File: src/rtl/if_stage_pkg.sv
// Shared pipeline definitions: reset PC, bubble encoding and IF/ID register layout.
package if_stage_pkg;

  localparam logic [31:0] RESET_PC_DEFAULT  = 32'h0000_0000;
  localparam logic [31:0] NOP_INSTR_DEFAULT = 32'h0000_0013;

  typedef enum logic [1:0] {
    PC_HOLD     = 2'd0,
    PC_ADVANCE  = 2'd1,
    PC_REDIRECT = 2'd2
  } pc_sel_e;

  typedef struct packed {
    logic        valid;
    logic [31:0] pc;
    logic [31:0] pc_plus4;
    logic [31:0] instr;
  } ifid_t;

  function automatic ifid_t ifid_bubble(input logic [31:0] nop);
    ifid_t b;
    b.valid    = 1'b0;
    b.pc       = 32'h0;
    b.pc_plus4 = 32'h0;
    b.instr    = nop;
    return b;
  endfunction

  function automatic logic [31:0] align_pc(input logic [31:0] addr);
    return addr & ~32'h3;
  endfunction

endpackage

File: src/rtl/if_stage_if.sv
// Fetch-stage bus: hazard controls, redirect, instruction memory and IF/ID outputs.
interface if_stage_if;
  logic        stall;
  logic        flush;
  logic        redirect_valid;
  logic [31:0] redirect_pc;
  logic [31:0] pc_out;
  logic [31:0] instr_in;
  logic        ifid_valid;
  logic [31:0] ifid_pc;
  logic [31:0] ifid_pc_plus4;
  logic [31:0] ifid_instr;
  logic [31:0] fetch_count;

  modport master (
    input  stall, flush, redirect_valid, redirect_pc, instr_in,
    output pc_out, ifid_valid, ifid_pc, ifid_pc_plus4, ifid_instr, fetch_count
  );

  modport slave (
    output stall, flush, redirect_valid, redirect_pc, instr_in,
    input  pc_out, ifid_valid, ifid_pc, ifid_pc_plus4, ifid_instr, fetch_count
  );
endinterface

File: src/rtl/pc_register.sv
// Program counter: redirect beats stall beats advance; output is purely registered.
module pc_register
  import if_stage_pkg::*;
#(
  parameter logic [31:0] RESET_PC = RESET_PC_DEFAULT
) (
  input  logic        clk,
  input  logic        rst,
  input  logic        stall_i,
  input  logic        redirect_valid_i,
  input  logic [31:0] redirect_pc_i,
  output logic [31:0] pc_o
);

  logic [31:0] pc_q;
  logic [31:0] pc_d;
  pc_sel_e     sel;

  always_comb begin
    sel = PC_ADVANCE;
    if (redirect_valid_i) begin
      sel = PC_REDIRECT;
    end else if (stall_i) begin
      sel = PC_HOLD;
    end
  end

  // Increment wraps naturally at 2^32.
  always_comb begin
    pc_d = pc_q;
    case (sel)
      PC_REDIRECT: pc_d = align_pc(redirect_pc_i);
      PC_ADVANCE:  pc_d = pc_q + 32'd4;
      default:     pc_d = pc_q;
    endcase
  end

  always_ff @(posedge clk) begin
    if (rst) begin
      pc_q <= RESET_PC;
    end else begin
      pc_q <= pc_d;
    end
  end

  assign pc_o = pc_q;

endmodule

File: src/rtl/if_stage.sv
// Instruction fetch stage: PC register, IF/ID pipeline register and fetch counter.
module if_stage
  import if_stage_pkg::*;
#(
  parameter logic [31:0] RESET_PC  = RESET_PC_DEFAULT,
  parameter logic [31:0] NOP_INSTR = NOP_INSTR_DEFAULT
) (
  input  logic       clk,
  input  logic       rst,
  if_stage_if.master bus
);

  logic [31:0] pc;
  ifid_t       ifid_q;
  ifid_t       ifid_d;
  logic [31:0] fetch_count_q;
  logic [31:0] fetch_count_d;
  logic        load_valid;

  pc_register #(
    .RESET_PC(RESET_PC)
  ) u_pc_register (
    .clk             (clk),
    .rst             (rst),
    .stall_i         (bus.stall),
    .redirect_valid_i(bus.redirect_valid),
    .redirect_pc_i   (bus.redirect_pc),
    .pc_o            (pc)
  );

  assign load_valid = !bus.redirect_valid && !bus.stall && !bus.flush;

  // A redirect discards the wrong-path fetch even while stalled.
  always_comb begin
    ifid_d        = ifid_q;
    fetch_count_d = fetch_count_q;
    if (bus.redirect_valid || bus.flush) begin
      ifid_d = ifid_bubble(NOP_INSTR);
    end else if (load_valid) begin
      ifid_d.valid    = 1'b1;
      ifid_d.pc       = pc;
      ifid_d.pc_plus4 = pc + 32'd4;
      ifid_d.instr    = bus.instr_in;
      fetch_count_d   = fetch_count_q + 32'd1;
    end
  end

  always_ff @(posedge clk) begin
    if (rst) begin
      ifid_q        <= ifid_bubble(NOP_INSTR);
      fetch_count_q <= 32'h0;
    end else begin
      ifid_q        <= ifid_d;
      fetch_count_q <= fetch_count_d;
    end
  end

  assign bus.pc_out        = pc;
  assign bus.ifid_valid    = ifid_q.valid;
  assign bus.ifid_pc       = ifid_q.pc;
  assign bus.ifid_pc_plus4 = ifid_q.pc_plus4;
  assign bus.ifid_instr    = ifid_q.instr;
  assign bus.fetch_count   = fetch_count_q;

endmodule

File: src/flat_wrapper.sv
// flat-port wrapper written by rule: the top's interface ports become plain ports
module if_stage_flat import if_stage_pkg::*;
#(
  parameter logic [31:0] RESET_PC  = RESET_PC_DEFAULT,
  parameter logic [31:0] NOP_INSTR = NOP_INSTR_DEFAULT
)
  (clk, rst, bus_stall, bus_flush, bus_redirect_valid, bus_redirect_pc, bus_instr_in, bus_pc_out, bus_ifid_valid, bus_ifid_pc, bus_ifid_pc_plus4, bus_ifid_instr, bus_fetch_count);
  if_stage_if bus_i ();
  input  logic clk;
  input  logic rst;
  input wire logic [$bits(bus_i.stall)-1:0] bus_stall;
  input wire logic [$bits(bus_i.flush)-1:0] bus_flush;
  input wire logic [$bits(bus_i.redirect_valid)-1:0] bus_redirect_valid;
  input wire logic [$bits(bus_i.redirect_pc)-1:0] bus_redirect_pc;
  input wire logic [$bits(bus_i.instr_in)-1:0] bus_instr_in;
  output wire logic [$bits(bus_i.pc_out)-1:0] bus_pc_out;
  output wire logic [$bits(bus_i.ifid_valid)-1:0] bus_ifid_valid;
  output wire logic [$bits(bus_i.ifid_pc)-1:0] bus_ifid_pc;
  output wire logic [$bits(bus_i.ifid_pc_plus4)-1:0] bus_ifid_pc_plus4;
  output wire logic [$bits(bus_i.ifid_instr)-1:0] bus_ifid_instr;
  output wire logic [$bits(bus_i.fetch_count)-1:0] bus_fetch_count;
  assign bus_i.stall = bus_stall;
  assign bus_i.flush = bus_flush;
  assign bus_i.redirect_valid = bus_redirect_valid;
  assign bus_i.redirect_pc = bus_redirect_pc;
  assign bus_i.instr_in = bus_instr_in;
  assign bus_pc_out = bus_i.pc_out;
  assign bus_ifid_valid = bus_i.ifid_valid;
  assign bus_ifid_pc = bus_i.ifid_pc;
  assign bus_ifid_pc_plus4 = bus_i.ifid_pc_plus4;
  assign bus_ifid_instr = bus_i.ifid_instr;
  assign bus_fetch_count = bus_i.fetch_count;
  if_stage #(.RESET_PC(RESET_PC), .NOP_INSTR(NOP_INSTR)) u_core (.clk(clk), .rst(rst), .bus(bus_i));
endmodule
File: config.mk
export PLATFORM = sky130hd
export DESIGN_NAME = if_stage_flat
export DESIGN_NICKNAME = d
export VERILOG_FILES = /design/src/rtl/if_stage_pkg.sv /design/src/rtl/if_stage_if.sv /design/src/rtl/pc_register.sv /design/src/rtl/if_stage.sv /design/src/flat_wrapper.sv
export SDC_FILE = /design/constraint.sdc
export NUM_CORES = 1
export LEC_CHECK = 0
export CELL_PAD_IN_SITES_DETAIL_PLACEMENT = 1
export CELL_PAD_IN_SITES_GLOBAL_PLACEMENT = 2
export CORE_ASPECT_RATIO = 1.5
export CORE_UTILIZATION = 27
export DETAILED_ROUTE_END_ITERATION = 12
export PLACE_DENSITY = 0.94
export REMOVE_ABC_BUFFERS = 1
export SYNTH_ARGS = -nofsm -noshare
export SYNTH_HDL_FRONTEND = slang
export SYNTH_SLANG_ARGS = --single-unit
File: constraint.sdc
create_clock -name clk -period 3.47 [get_ports clk]
set_input_delay 0.694 -clock clk [delete_from_list [all_inputs] [get_ports clk]]
set_output_delay 0.694 -clock clk [all_outputs]
set_load 0.05 [all_outputs]
==> out/metrics.csv, run 1 <==
stage,metric,value,unit
clocking,cts_resized,0,
detailed_routing,wire_per_inst,16.9,um
final_layout,seqCellArea,3100,sq um
setup_path,crit_path_start,u_core.u_pc_register.pc_o[15]$_SDFFE_PP0P_,
sta,hold_viol_final,0,
synthesis,synth-async-reset-ratio,0,
global_routing,met3_usage,0.0417,
clocking,clk_latency,430,ps
setup_path,path_buf_inv,1,
clocking,cts_num_sinks,155,
detailed_routing,totalWireLength,23000,um
die,initial_utilization,0.274,
synthesis,avgSynthCellArea,8.14,sq um
setup_path,slowest_delay,920,ps
sta,skew,11.5,ps
die,ios,230,
clocking,clk_pin_slew,70,ps
final_layout,fin_nets,1088,
clocking,cts_setup_buffers,0,
detailed_routing,drt_iter0_drc,216,
sta,slew_viol_final,0,
setup_path,cp_num_cells,1,
setup_path,crit_path_end,bus_pc_out[15],
synthesis,synth_sequential_area_ratio,0.467,
sta,rsz0062_at_grt,no,
synthesis,yosys_warnings,0,
setup_path,timing.rr.end,u_core.u_pc_register.pc_o[16]$_SDFFE_PP0P_,
detailed_routing,dr.pass1.iters,6,
synthesis,synth_edf_count,0,
sta,fin_crit,2670,ps
setup_path,cp_cell_sequence,clkdlybuf4s50_1,
sta,fin_crit_sh,0.768,
synthesis,synth_cells,817,
final_layout,fillCellCount,2859,
sta,finalWorstSetupSlack,804,ps
setup_path,rrSetupSlack,890,ps
final_layout,final_cell_mix,"220 x clkdlybuf4s50_1, 171 x nand2_1, 155 x dfxtp_1",
sta,worst_slew_pin_slew,922,ps
place,hpwl,16300,um
detailed_routing,drcViolationCount,0,
global_routing,busiest_layer,met2,
clocking,cts_tree,done,
global_routing,grt_pass1_vias,6548,
clocking,clock_path_buffers,2,
final_layout,layout_commonest_cell,clkdlybuf4s50_1,
die,num_rows,70,
place,dp_slack,458,ps
place,postPlaceCellArea,9190,sq um
detailed_routing,via_count,6397,
job,maxCapViolCount,0,
global_routing,grt_use_total,0.188,
min_path,hold_path.class,flip-flop to flip-flop,
sta,fmax,375,MHz
setup_path,r2r_cells,7,
power,cellLeakagePower,3.23,nW
sta,fin_setup_tns,0,ps
setup_path,start_kind,flip-flop,
die,core_area,24300,sq um
detailed_routing,ant_nets,0,
final_layout,stdcell_area,9760,sq um
final_layout,multiInputGateArea,3270,sq um
sta,setup_viol_count_final,0,
power,p_total,0.00415,W
clocking,cts_root_buf,clkbuf_16,
die,die-area,25300,sq um
setup_path,cp.required,2780,ps
power,power_density,426,nW/um^2
place,gp_congestion,0.782,
synthesis,synth_area,6650,sq um
sta,slew_headroom,0.380,
setup_path,critPathTopFamily,buffers and inverters,
final_layout,drive_above_1_share,0.0650,
global_routing,grt_pass1_wl,36300,um
global_routing,grt-ovfl-total,0,
synthesis,synth_cell_types,38,
global_routing,grt_start_max_net_pins,63,
synthesis,synth_seq_cells,155,
detailed_routing,via_per_inst,4.72,
global_routing,use_met1,0.203,
global_routing,antenna_found_initial,2,
die,fp.dieW,130,um
setup_path,cp-end-kind,primary output,
final_layout,areaGrowthSynthToFinish,46.9,%
setup_path,arrival,1970,ps
setup_path,crit_fanout,11,
clocking,numCtsBuffers,17,
synthesis,synth_flop_cell,dfxtp_1,
setup_path,crit_path_top_delay_cell,clkdlybuf4s50_1,
setup_path,timing.rr.start,u_core.u_pc_register.pc_o[2]$_SDFFE_PP0P_,
clocking,htreeDepth,4,
power,peakVddDrop,0.327,mV
place,port-buffer-count,221,
setup_path,path_class,flip-flop to primary output,
die,die_y,194,um
global_routing,grt_use_met2,0.338,
clocking,cts.hold.buffers_added,0,
outcome,outcome,"complete, no violations",
==> power breakdown <==
group / switching, W / internal (W)
logic: 0.000295 / 0.000186
clock network: 0.000789 / 0.00101
registers: 0.0000586 / 0.00181
==> cell families (layout without fill, tap and decap cells) <==
group | Yosys count | count (layout) | share of synthesized area
AO/OA/AOI/OAI | 139 | 139 | 0.118
other | 1 | 8 | 0.000564
buffers and inverters | 71 | 279 | 0.0467
adder cells (fa/ha/maj) | 2 | 2 | 0.00376
AND/OR/NAND/NOR | 361 | 361 | 0.248
multiplexers | 2 | 2 | 0.00301
flip-flops | 155 | 155 | 0.467
XOR/XNOR | 86 | 86 | 0.113
==> synthesized netlist by cell type (2+ instances only) <==
master    number  share of area
nor4b_1        2         0.0026
clkbuf_1      42          0.024
mux2i_1        2         0.0030
ha_1           2         0.0038
and4_1         6         0.0079
nand3_1       24          0.018
and3_1         6         0.0056
a211oi_1      23          0.026
nor3_1        13         0.0098
and2_1         3         0.0028
nand2_1      171          0.097
o21ai_0       24          0.018
a22oi_1        3         0.0034
nor4_2         3         0.0056
or3_1          4         0.0038
clkbuf_2       3         0.0023
nor4_1         7         0.0066
a21oi_1       85          0.064
or2_2          2         0.0019
dfxtp_1      155           0.47
inv_1          3         0.0017
a221o_1        3         0.0045
nand4_1       26          0.024
buf_4          7         0.0079
nor2_1        86          0.049
xnor2_1       30          0.040
xor2_1        56          0.074
buf_1          5         0.0028
nand3b_1       2         0.0023
buf_2         11         0.0083
==> state kept, by name (all words and copies together), names as in the netlist <==
name                       flops
u_core.bus.ifid_pc_plus4      30
u_core.bus.ifid_instr         32
u_core.bus.ifid_valid          1
u_core.bus.ifid_pc            30
u_core.bus.fetch_count        32
u_core.u_pc_register.pc_o     30
==> routing by layer <==
| layer | wire length [um] | vias up |
|---|---|---|
| li1 | - | 3143 |
| met1 | 9040 | 3065 |
| met2 | 12200 | 153 |
| met3 | 984 | 36 |
| met4 | 786 | 0 |
| met5 | 0 | - |
==> cell type report <==
class / count / area share
Clock buffer: 20 / 0.0458
Timing Repair Buffer: 244 / 0.246
Tap cell: 324 / 0.0415
Clock inverter: 12 / 0.0119
Inverter: 3 / 0.00115
Antenna cell: 2 / 0.000513
Sequential cell: 155 / 0.318
Multi-Input combinational cell: 596 / 0.335
==> stage by stage <==
| step | hold slack, ps | util | std cells |
|---|---|---|---|
| 6_report | 453 | 0.402 | 1356 |
| 5_1_grt | 469 | 0.402 | 1356 |
| 4_1_cts | 456 | 0.402 | 1354 |
| 3_5_place_dp | 446 | 0.379 | 1322 |
| 3_3_place_gp | 433 | 0.379 | 1322 |
| 2_1_floorplan | 663 | - | 754 |
==> worst min-delay path by stage <==
| stage | to | depth (start not counted) | start |
|---|---|---|---|
| after floorplan | u_core.bus.ifid_valid$_SDFFE_PP0P_ | 2 | u_core.bus.ifid_valid$_SDFFE_PP0P_ |
| after detailed placement | u_core.bus.ifid_pc_plus4[21]$_SDFFE_PP0P_ | 2 | u_core.bus.ifid_pc_plus4[21]$_SDFFE_PP0P_ |
| after global placement | u_core.bus.ifid_pc_plus4[12]$_SDFFE_PP0P_ | 2 | u_core.bus.ifid_pc_plus4[12]$_SDFFE_PP0P_ |
| after global routing | u_core.bus.ifid_instr[26]$_SDFFE_PP0P_ | 2 | u_core.bus.ifid_instr[26]$_SDFFE_PP0P_ |
| final | u_core.bus.ifid_instr[27]$_SDFFE_PP0P_ | 2 | u_core.bus.ifid_instr[27]$_SDFFE_PP0P_ |
| after CTS | u_core.bus.ifid_instr[2]$_SDFFE_PP0P_ | 2 | u_core.bus.ifid_instr[2]$_SDFFE_PP0P_ |
No activity file was read; power rests on OpenSTA's default activity.
==> inputs of run 2 (changes only) <==
--- a/config.mk
+++ b/config.mk
@@ -8,9 +8,9 @@
 export CELL_PAD_IN_SITES_DETAIL_PLACEMENT = 1
 export CELL_PAD_IN_SITES_GLOBAL_PLACEMENT = 2
 export CORE_ASPECT_RATIO = 1.5
-export CORE_UTILIZATION = 27
+export CORE_UTILIZATION = 25
 export DETAILED_ROUTE_END_ITERATION = 12
-export PLACE_DENSITY = 0.94
+export PLACE_DENSITY = 0.88
 export REMOVE_ABC_BUFFERS = 1
 export SYNTH_ARGS = -nofsm -noshare
 export SYNTH_HDL_FRONTEND = slang
==> constraint.sdc (replaced) <==
create_clock -name clk -period 2.5 [get_ports clk]
set_input_delay 0.5 -clock clk [delete_from_list [all_inputs] [get_ports clk]]
set_output_delay 0.5 -clock clk [all_outputs]
set_load 0.05 [all_outputs]
==> out/metrics.csv, run 2 (synthesis results as in run 1) <==
stage,metric,value,unit,change
outcome,outcome,"complete, no violations",,
setup_path,crit_fanout,9,,-2
die,die_y,202,um,+3.9%
global_routing,grt_use_total,0.181,,-0.00707
die,fp.dieW,135,um,+3.9%
job,maxCapViolCount,0,,unchanged
die,core_area,25900,sq um,+6.9%
setup_path,critPathTopFamily,buffers and inverters,,
global_routing,grt_pass1_vias,6758,,+3.2%
place,hpwl,17100,um,+5.0%
final_layout,fillCellCount,3068,,+7.3%
sta,fmax,411,MHz,
clocking,cts_root_buf,clkbuf_16,,
detailed_routing,ant_nets,0,,unchanged
sta,setup_viol_count_final,0,,unchanged
final_layout,final_cell_count_no_fill,1392,,+2.7%
setup_path,timing.rr.start,u_core.u_pc_register.pc_o[16]$_SDFFE_PP0P_,,
setup_path,arrival,1930,ps,-40 ps
detailed_routing,drcViolationCount,0,,unchanged
clocking,clk_pin_slew,60,ps,about the same
clocking,numCtsBuffers,17,,unchanged
min_path,hold_depth,2,,unchanged
final_layout,fin_util,0.388,,-0.0146
final_layout,areaGrowthSynthToFinish,51.4,%,
place,port-buffer-count,221,,unchanged
detailed_routing,via_per_inst,4.65,,-1.5%
setup_path,path_buf_inv,1,,unchanged
setup_path,timing.rr.end,u_core.u_pc_register.pc_o[29]$_SDFFE_PP0P_,,
final_layout,drive_above_1_share,0.0900,,+0.0249
sta,worst_slew_pin_slew,747,ps,-175 ps
setup_path,cp_cell_sequence,clkdlybuf4s50_1,,
place,dp_slack,40.9,ps,-417 ps
power,cellLeakagePower,3.41,nW,+5.5%
detailed_routing,totalWireLength,23800,um,+3.7%
setup_path,crit_path_top_delay_cell,clkdlybuf4s50_1,,
setup_path,start_kind,flip-flop,,
setup_path,cp.required,2000,ps,-780 ps
setup_path,slowest_delay,890,ps,-30 ps
global_routing,grt_start_max_net_pins,63,,unchanged
setup_path,path_class,flip-flop to primary output,,
clocking,cts_setup_buffers,0,,unchanged
sta,hold_viol_final,0,,unchanged
place,gp_congestion,0.765,,-2.1%
final_layout,layout_commonest_cell,clkdlybuf4s50_1,,
clocking,cts_resized,0,,unchanged
clocking,cts_num_sinks,155,,unchanged
detailed_routing,wire_per_inst,17.1,um,+1.0%
sta,fin_crit_sh,0.973,,
die,die-area,27300,sq um,+7.9%
min_path,hold_path.class,flip-flop to flip-flop,,
detailed_routing,via_count,6467,,+1.1%
clocking,htreeDepth,4,,unchanged
sta,slew_headroom,0.502,,+0.122
final_layout,fin_nets,1114,,+2.4%
power,power_density,604,nW/um^2,+42%
global_routing,antenna_found_initial,3,,+1
final_layout,multiInputGateArea,3270,sq um,unchanged
clocking,clk_latency,440,ps,about the same
power,peakVddDrop,0.481,mV,+47%
sta,finalWorstSetupSlack,68.6,ps,-736 ps
sta,fin_crit,2430,ps,
setup_path,cp-end-kind,primary output,,
min_path,hold_start,u_core.bus.ifid_instr[24]$_SDFFE_PP0P_,,
sta,rsz0062_at_grt,no,,
global_routing,grt_pass1_wl,37700,um,+3.8%
die,num_rows,72,,+2.9%
sta,slew_viol_final,0,,unchanged
place,dp_cells,1357,,+2.6%
clocking,clock_path_buffers,2,,unchanged
detailed_routing,dr.pass1.iters,4,,-2
sta,skew,11.5,ps,+0.0531 ps
detailed_routing,drt_iter0_drc,198,,-8.3%
clocking,cts_tree,done,,
setup_path,r2r_cells,5,,-2
global_routing,grt-ovfl-total,0,,unchanged
die,initial_utilization,0.256,,-0.0178
die,ios,230,,unchanged
clocking,cts.hold.buffers_added,0,,unchanged
setup_path,rrSetupSlack,240,ps,-650 ps
min_path,min_to,u_core.bus.ifid_instr[24]$_SDFFE_PP0P_,,
final_layout,final_cell_mix,"220 x clkdlybuf4s50_1, 171 x nand2_1, 155 x dfxtp_1",,
sta,holdWs,453,ps,+0.478 ps
final_layout,seqCellArea,3100,sq um,unchanged
[run 2: per-layer routing]
metal,up-vias,part of all wire,track usage
met5,-,0,0
met4,0,0.027,0.0819
met3,35,0.037,0.0340
met2,145,0.53,0.332
met1,3103,0.40,0.197
li1,3184,-,-
[run 2: worst max-delay path by stage]
stage	cells after the start	startpoint	slack [ps]	endpoint
global route	1	u_core.u_pc_register.pc_o[16]$_SDFFE_PP0P_	10	bus_pc_out[16]
detailed placement	7	bus_stall	40	u_core.bus.fetch_count[22]$_SDFFE_PP0P_
floorplan	3	bus_redirect_valid	-850	u_core.bus.ifid_pc_plus4[12]$_SDFFE_PP0P_
global placement	7	bus_stall	80	u_core.bus.fetch_count[22]$_SDFFE_PP0P_
finish	1	u_core.u_pc_register.pc_o[16]$_SDFFE_PP0P_	70	bus_pc_out[16]
CTS	1	u_core.u_pc_register.pc_o[16]$_SDFFE_PP0P_	40	bus_pc_out[16]
[run 2: worst reg2reg max path: stages, from the launching register on]
cell,delay [ps]
dfxtp_1,610
nand4_1,340
nor4_1,640
nand4_1,190
xor2_1,180
a211oi_1,220
[run 2: final cells by class]
| cell class | count | share of cell area |
|---|---|---|
| timing repair buffer | 270 | 0.261 |
| antenna | 3 | 0.000746 |
| tap | 333 | 0.0414 |
| sequential | 155 | 0.308 |
| multi-input combinational | 596 | 0.325 |
| inverter | 3 | 0.00112 |
| clock inverter | 12 | 0.0160 |
| clock buffer | 20 | 0.0464 |
[run 2: report_power, final]
group	switching, W	total, W	internal [W]
registers	0.0000648	0.00258	0.00252
logic	0.000431	0.000711	0.000280
clock network	0.00113	0.00278	0.00166
[run 2: metrics by stage]
stage | setup TNS [ps] | total power (W) | cell area [sq um]
6_report | 0 | 0.00608 | 10100
3_5_place_dp | 0 | 0.00335 | 9420
4_1_cts | 0 | 0.00619 | 10100
3_3_place_gp | 0 | 0.00335 | 9420
2_1_floorplan | -35330 | 0.00298 | 6370
5_1_grt | 0 | 0.00631 | 10100
==> inputs of run 3 (changes only) <==
--- a/config.mk
+++ b/config.mk
@@ -8,10 +8,11 @@
 export CELL_PAD_IN_SITES_DETAIL_PLACEMENT = 1
 export CELL_PAD_IN_SITES_GLOBAL_PLACEMENT = 2
 export CORE_ASPECT_RATIO = 1.5
-export CORE_UTILIZATION = 25
+export CORE_UTILIZATION = 27
 export DETAILED_ROUTE_END_ITERATION = 12
-export PLACE_DENSITY = 0.88
+export PLACE_DENSITY = 0.9
 export REMOVE_ABC_BUFFERS = 1
 export SYNTH_ARGS = -nofsm -noshare
 export SYNTH_HDL_FRONTEND = slang
+export SYNTH_HIERARCHICAL = 1
 export SYNTH_SLANG_ARGS = --single-unit
==> out/metrics.csv, run 3 <==
stage,metric,value,unit,change
outcome,outcome,"complete, no violations",,
power,cellLeakagePower,3.71,nW,+8.8%
detailed_routing,wire_per_inst,18.6,um,+8.9%
global_routing,grt_pass1_wl,38900,um,+3.2%
sta,setup_viol_count_final,0,,unchanged
power,pwr-share-comb,0.135,,+0.018
power,power_density,584,nW/um^2,-3.3%
die,num_rows,71,,-1.4%
final_layout,layout_commonest_cell,clkdlybuf4s50_1,,
die,ios,230,,unchanged
final_layout,fillCellCount,2847,,-7.2%
setup_path,cp.required,2000,ps,about the same
synthesis,synth_commonest_cells,"157 x dfxtp_1, 84 x nand2_1, 66 x nor2_1, 58 x a21oi_1, 48 x xor2_1",,
place,hpwl,18000,um,+5.6%
place,postPlaceCellArea,9830,sq um,+4.3%
synthesis,yosysTopAreaCellShare,0.454,,-0.0130
die,die-area,26300,sq um,-3.5%
setup_path,crit_fanout,10,,+1
setup_path,cp_cell_sequence,clkdlybuf4s50_1,,
clocking,cts_num_sinks,157,,+1.3%
final_layout,final_cell_mix,"219 x clkdlybuf4s50_1, 157 x dfxtp_1, 84 x nand2_1",,
synthesis,yosysMostFrequentCell,dfxtp_1,,
die,die_y,198,um,-1.8%
global_routing,grt-ovfl-total,0,,unchanged
detailed_routing,drt_iter0_drc,333,,+68%
final_layout,drive_above_1_share,0.143,,+0.0529
setup_path,start_kind,flip-flop,,
place,gp_congestion,0.779,,+1.9%
synthesis,synth_cell_types,58,,+53%
clocking,clk_latency,440,ps,about the same
final_layout,areaGrowthSynthToFinish,50.4,%,
setup_path,cp-end-kind,primary output,,
detailed_routing,totalWireLength,25300,um,+6.2%
sta,slew_viol_final,0,,unchanged
sta,fin_crit,2420,ps,-9.90 ps
synthesis,synth_seq_cells,157,,+1.3%
final_layout,num_antenna_cells,0,,-3
synthesis,avgSynthCellArea,8.98,sq um,+10%
sta,slew_headroom,0.486,,-0.0159
final_layout,final_cell_count_no_fill,1357,,-2.5%
synthesis,synthTopCellsByArea,"dfxtp_1 45%, xor2_1 6.1%, o221a_2 6.0%",,
place,port-buffer-count,225,,+1.8%
detailed_routing,dr.pass1.iters,5,,+1
detailed_routing,drcViolationCount,0,,unchanged
die,core_area,25100,sq um,-3.1%
sta,skew,9.21,ps,-2.30 ps
sta,fmax,413,MHz,+0.41%
final_layout,stdcell_area,10400,sq um,+3.6%
global_routing,antenna_found_initial,1,,-2
power,switching_share,0.282,,+0.0156
clocking,htreeDepth,4,,unchanged
final_layout,fin_nets,1088,,-2.3%
global_routing,grt_use_total,0.192,,+0.0107
setup_path,critPathTopFamily,buffers and inverters,,
power,peakVddDrop,0.481,mV,about the same
global_routing,grt_start_max_net_pins,64,,+1.6%
detailed_routing,via_count,6887,,+6.5%
power,internal_power,0.00437,W,-2.0%
clocking,cts_tree,done,,
synthesis,synth-async-reset-ratio,0,,unchanged
min_path,hold_path.class,flip-flop to flip-flop,,
clocking,numCtsBuffers,17,,unchanged
die,fp.dieW,133,um,-1.8%
setup_path,crit_path_top_delay_cell,clkdlybuf4s50_1,,
job,maxCapViolCount,0,,unchanged
detailed_routing,ant_nets,0,,unchanged
detailed_routing,via_per_inst,5.08,,+9.2%
sta,worst_slew_pin_slew,770,ps,+23.8 ps
sta,rsz0062_at_grt,no,,
synthesis,synth_sequential_area_ratio,0.454,,-0.0130
setup_path,path_buf_inv,1,,unchanged
sta,fin_crit_sh,0.969,,-0.00396
place,dp_cells,1325,,-2.4%
power,seq_power_share,0.434,,+0.009
synthesis,synth_flop_cell,dfxtp_1,,
setup_path,path_class,flip-flop to primary output,,
synthesis,yosys_warnings,6,,+6
setup_path,slowest_delay,890,ps,about the same
global_routing,grt_pass1_vias,6827,,+1.0%
synthesis,synth_cells,771,,-5.6%
die,initial_utilization,0.275,,+0.0193
clocking,cts_root_buf,clkbuf_16,,
clocking,clock_path_buffers,2,,unchanged
synthesis,synth_area,6930,sq um,+4.2%
power,switchingPower,0.00172,W,+6.0%
power,p_clk_frac,0.432,,-0.026
clocking,clk_pin_slew,60,ps,about the same
setup_path,arrival,1920,ps,about the same
sta,hold_viol_final,0,,unchanged
synthesis,synth_top_area_cell,dfxtp_1,,
synthesis,synth_edf_count,0,,unchanged
run 3: cell types whose count changed in the layout (fill, tap and decap cells not counted), moves of 7 or more:
cell | previous run | this run
xnor2_1 | 30 | 19
buf_4 | 45 | 52
nand2_1 | 171 | 84
and3_1 | 6 | 16
o21ai_0 | 24 | 31
o221a_2 | 0 | 37
xor2_1 | 56 | 48
a211oi_1 | 23 | 12
a311oi_1 | 0 | 12
a21oi_1 | 85 | 58
inv_1 | 3 | 10
nor2_1 | 84 | 66
run 3: through the flow:
stage | util | power [W] | setup slack [ps] | TNS (ps) | hold slack [ps]
floorplan | - | 0.00310 | -3520 | -226280 | 569
global placement | 0.391 | 0.00351 | -84.4 | -772 | 441
detailed placement | 0.391 | 0.00352 | -100 | -1320 | 447
CTS | 0.414 | 0.00618 | 0.801 | 0 | 457
global route | 0.414 | 0.00634 | 11.3 | 0 | 473
finish | 0.414 | 0.00609 | 78.5 | 0 | 456
run 3: final cells by class:
class                   count  area (sq um)  area share
clock inverters            15           160      0.0154
clock buffers              17           425      0.0408
repair buffers            280          2700       0.259
multi-input cells         550          3540       0.340
well taps                 328           410      0.0394
flip-flops and latches    157          3140       0.302
inverters                  10          37.5     0.00360
run 3: worst paths after layout:
kind                                                  start  slack (ps)                                   endpoint  depth (start not counted)
setup / recovery  u_core/u_pc_register/pc_o[3]$_SDFFE_PP0P_          80                              bus_pc_out[3]                          1
hold / removal          u_core/bus.ifid_pc[10]$_SDFFE_PP0P_         460        u_core/bus.ifid_pc[10]$_SDFFE_PP0P_                          2
setup reg to reg  u_core/u_pc_register/pc_o[2]$_SDFFE_PP0P_         290  u_core/bus.ifid_pc_plus4[20]$_SDFFE_PP0P_                          7
hold reg to reg         u_core/bus.ifid_pc[10]$_SDFFE_PP0P_         460        u_core/bus.ifid_pc[10]$_SDFFE_PP0P_                          2
run 3: cell families after synthesis:
| group | share of synthesized area |
|---|---|
| AND/OR/NAND/NOR | 0.232 |
| AO/OA/AOI/OAI | 0.184 |
| flip-flops | 0.454 |
| XOR/XNOR | 0.0847 |
| buffers and inverters | 0.0376 |
| adder cells (fa/ha/maj) | 0.00542 |
| other | 0.000541 |
| multiplexers | 0.00145 |
run 3: layer usage:
metal | GRT usage | vias up | routed length (um)
met4 | 0.0783 | 2 | 688
met2 | 0.341 | 194 | 12800
li1 | - | 3304 | -
met5 | 0 | - | 11
met3 | 0.0412 | 38 | 1110
met1 | 0.221 | 3349 | 10700
run 3: worst register-to-register path: cells and delay by family, from the launching register on:
kind / cells / cell delay [ps]
xor gates and xnor gates: 1 / 160
adders and majority gates: 1 / 270
AOI/OAI and AO/OA: 1 / 140
and+or+nand+nor: 3 / 740
DFF: 1 / 600
buffers and inverters: 1 / 230
run 3: repair_timing:
action | 4_1_cts | 5_1_grt
gates resized for setup | 2 | 3
hold buffers | 0 | 0
setup endpoints to repair | 2 | 3
buffers inserted | 0 | 0
run 3: power groups by stage:
stage               Combinational (W)  Sequential, W  Clock [W]
floorplan                    0.000182        0.00292          0
global placement             0.000816        0.00269          0
detailed placement           0.000827        0.00270          0
CTS                          0.000829        0.00264    0.00271
global route                 0.000872        0.00265    0.00281
finish                       0.000820        0.00264    0.00263
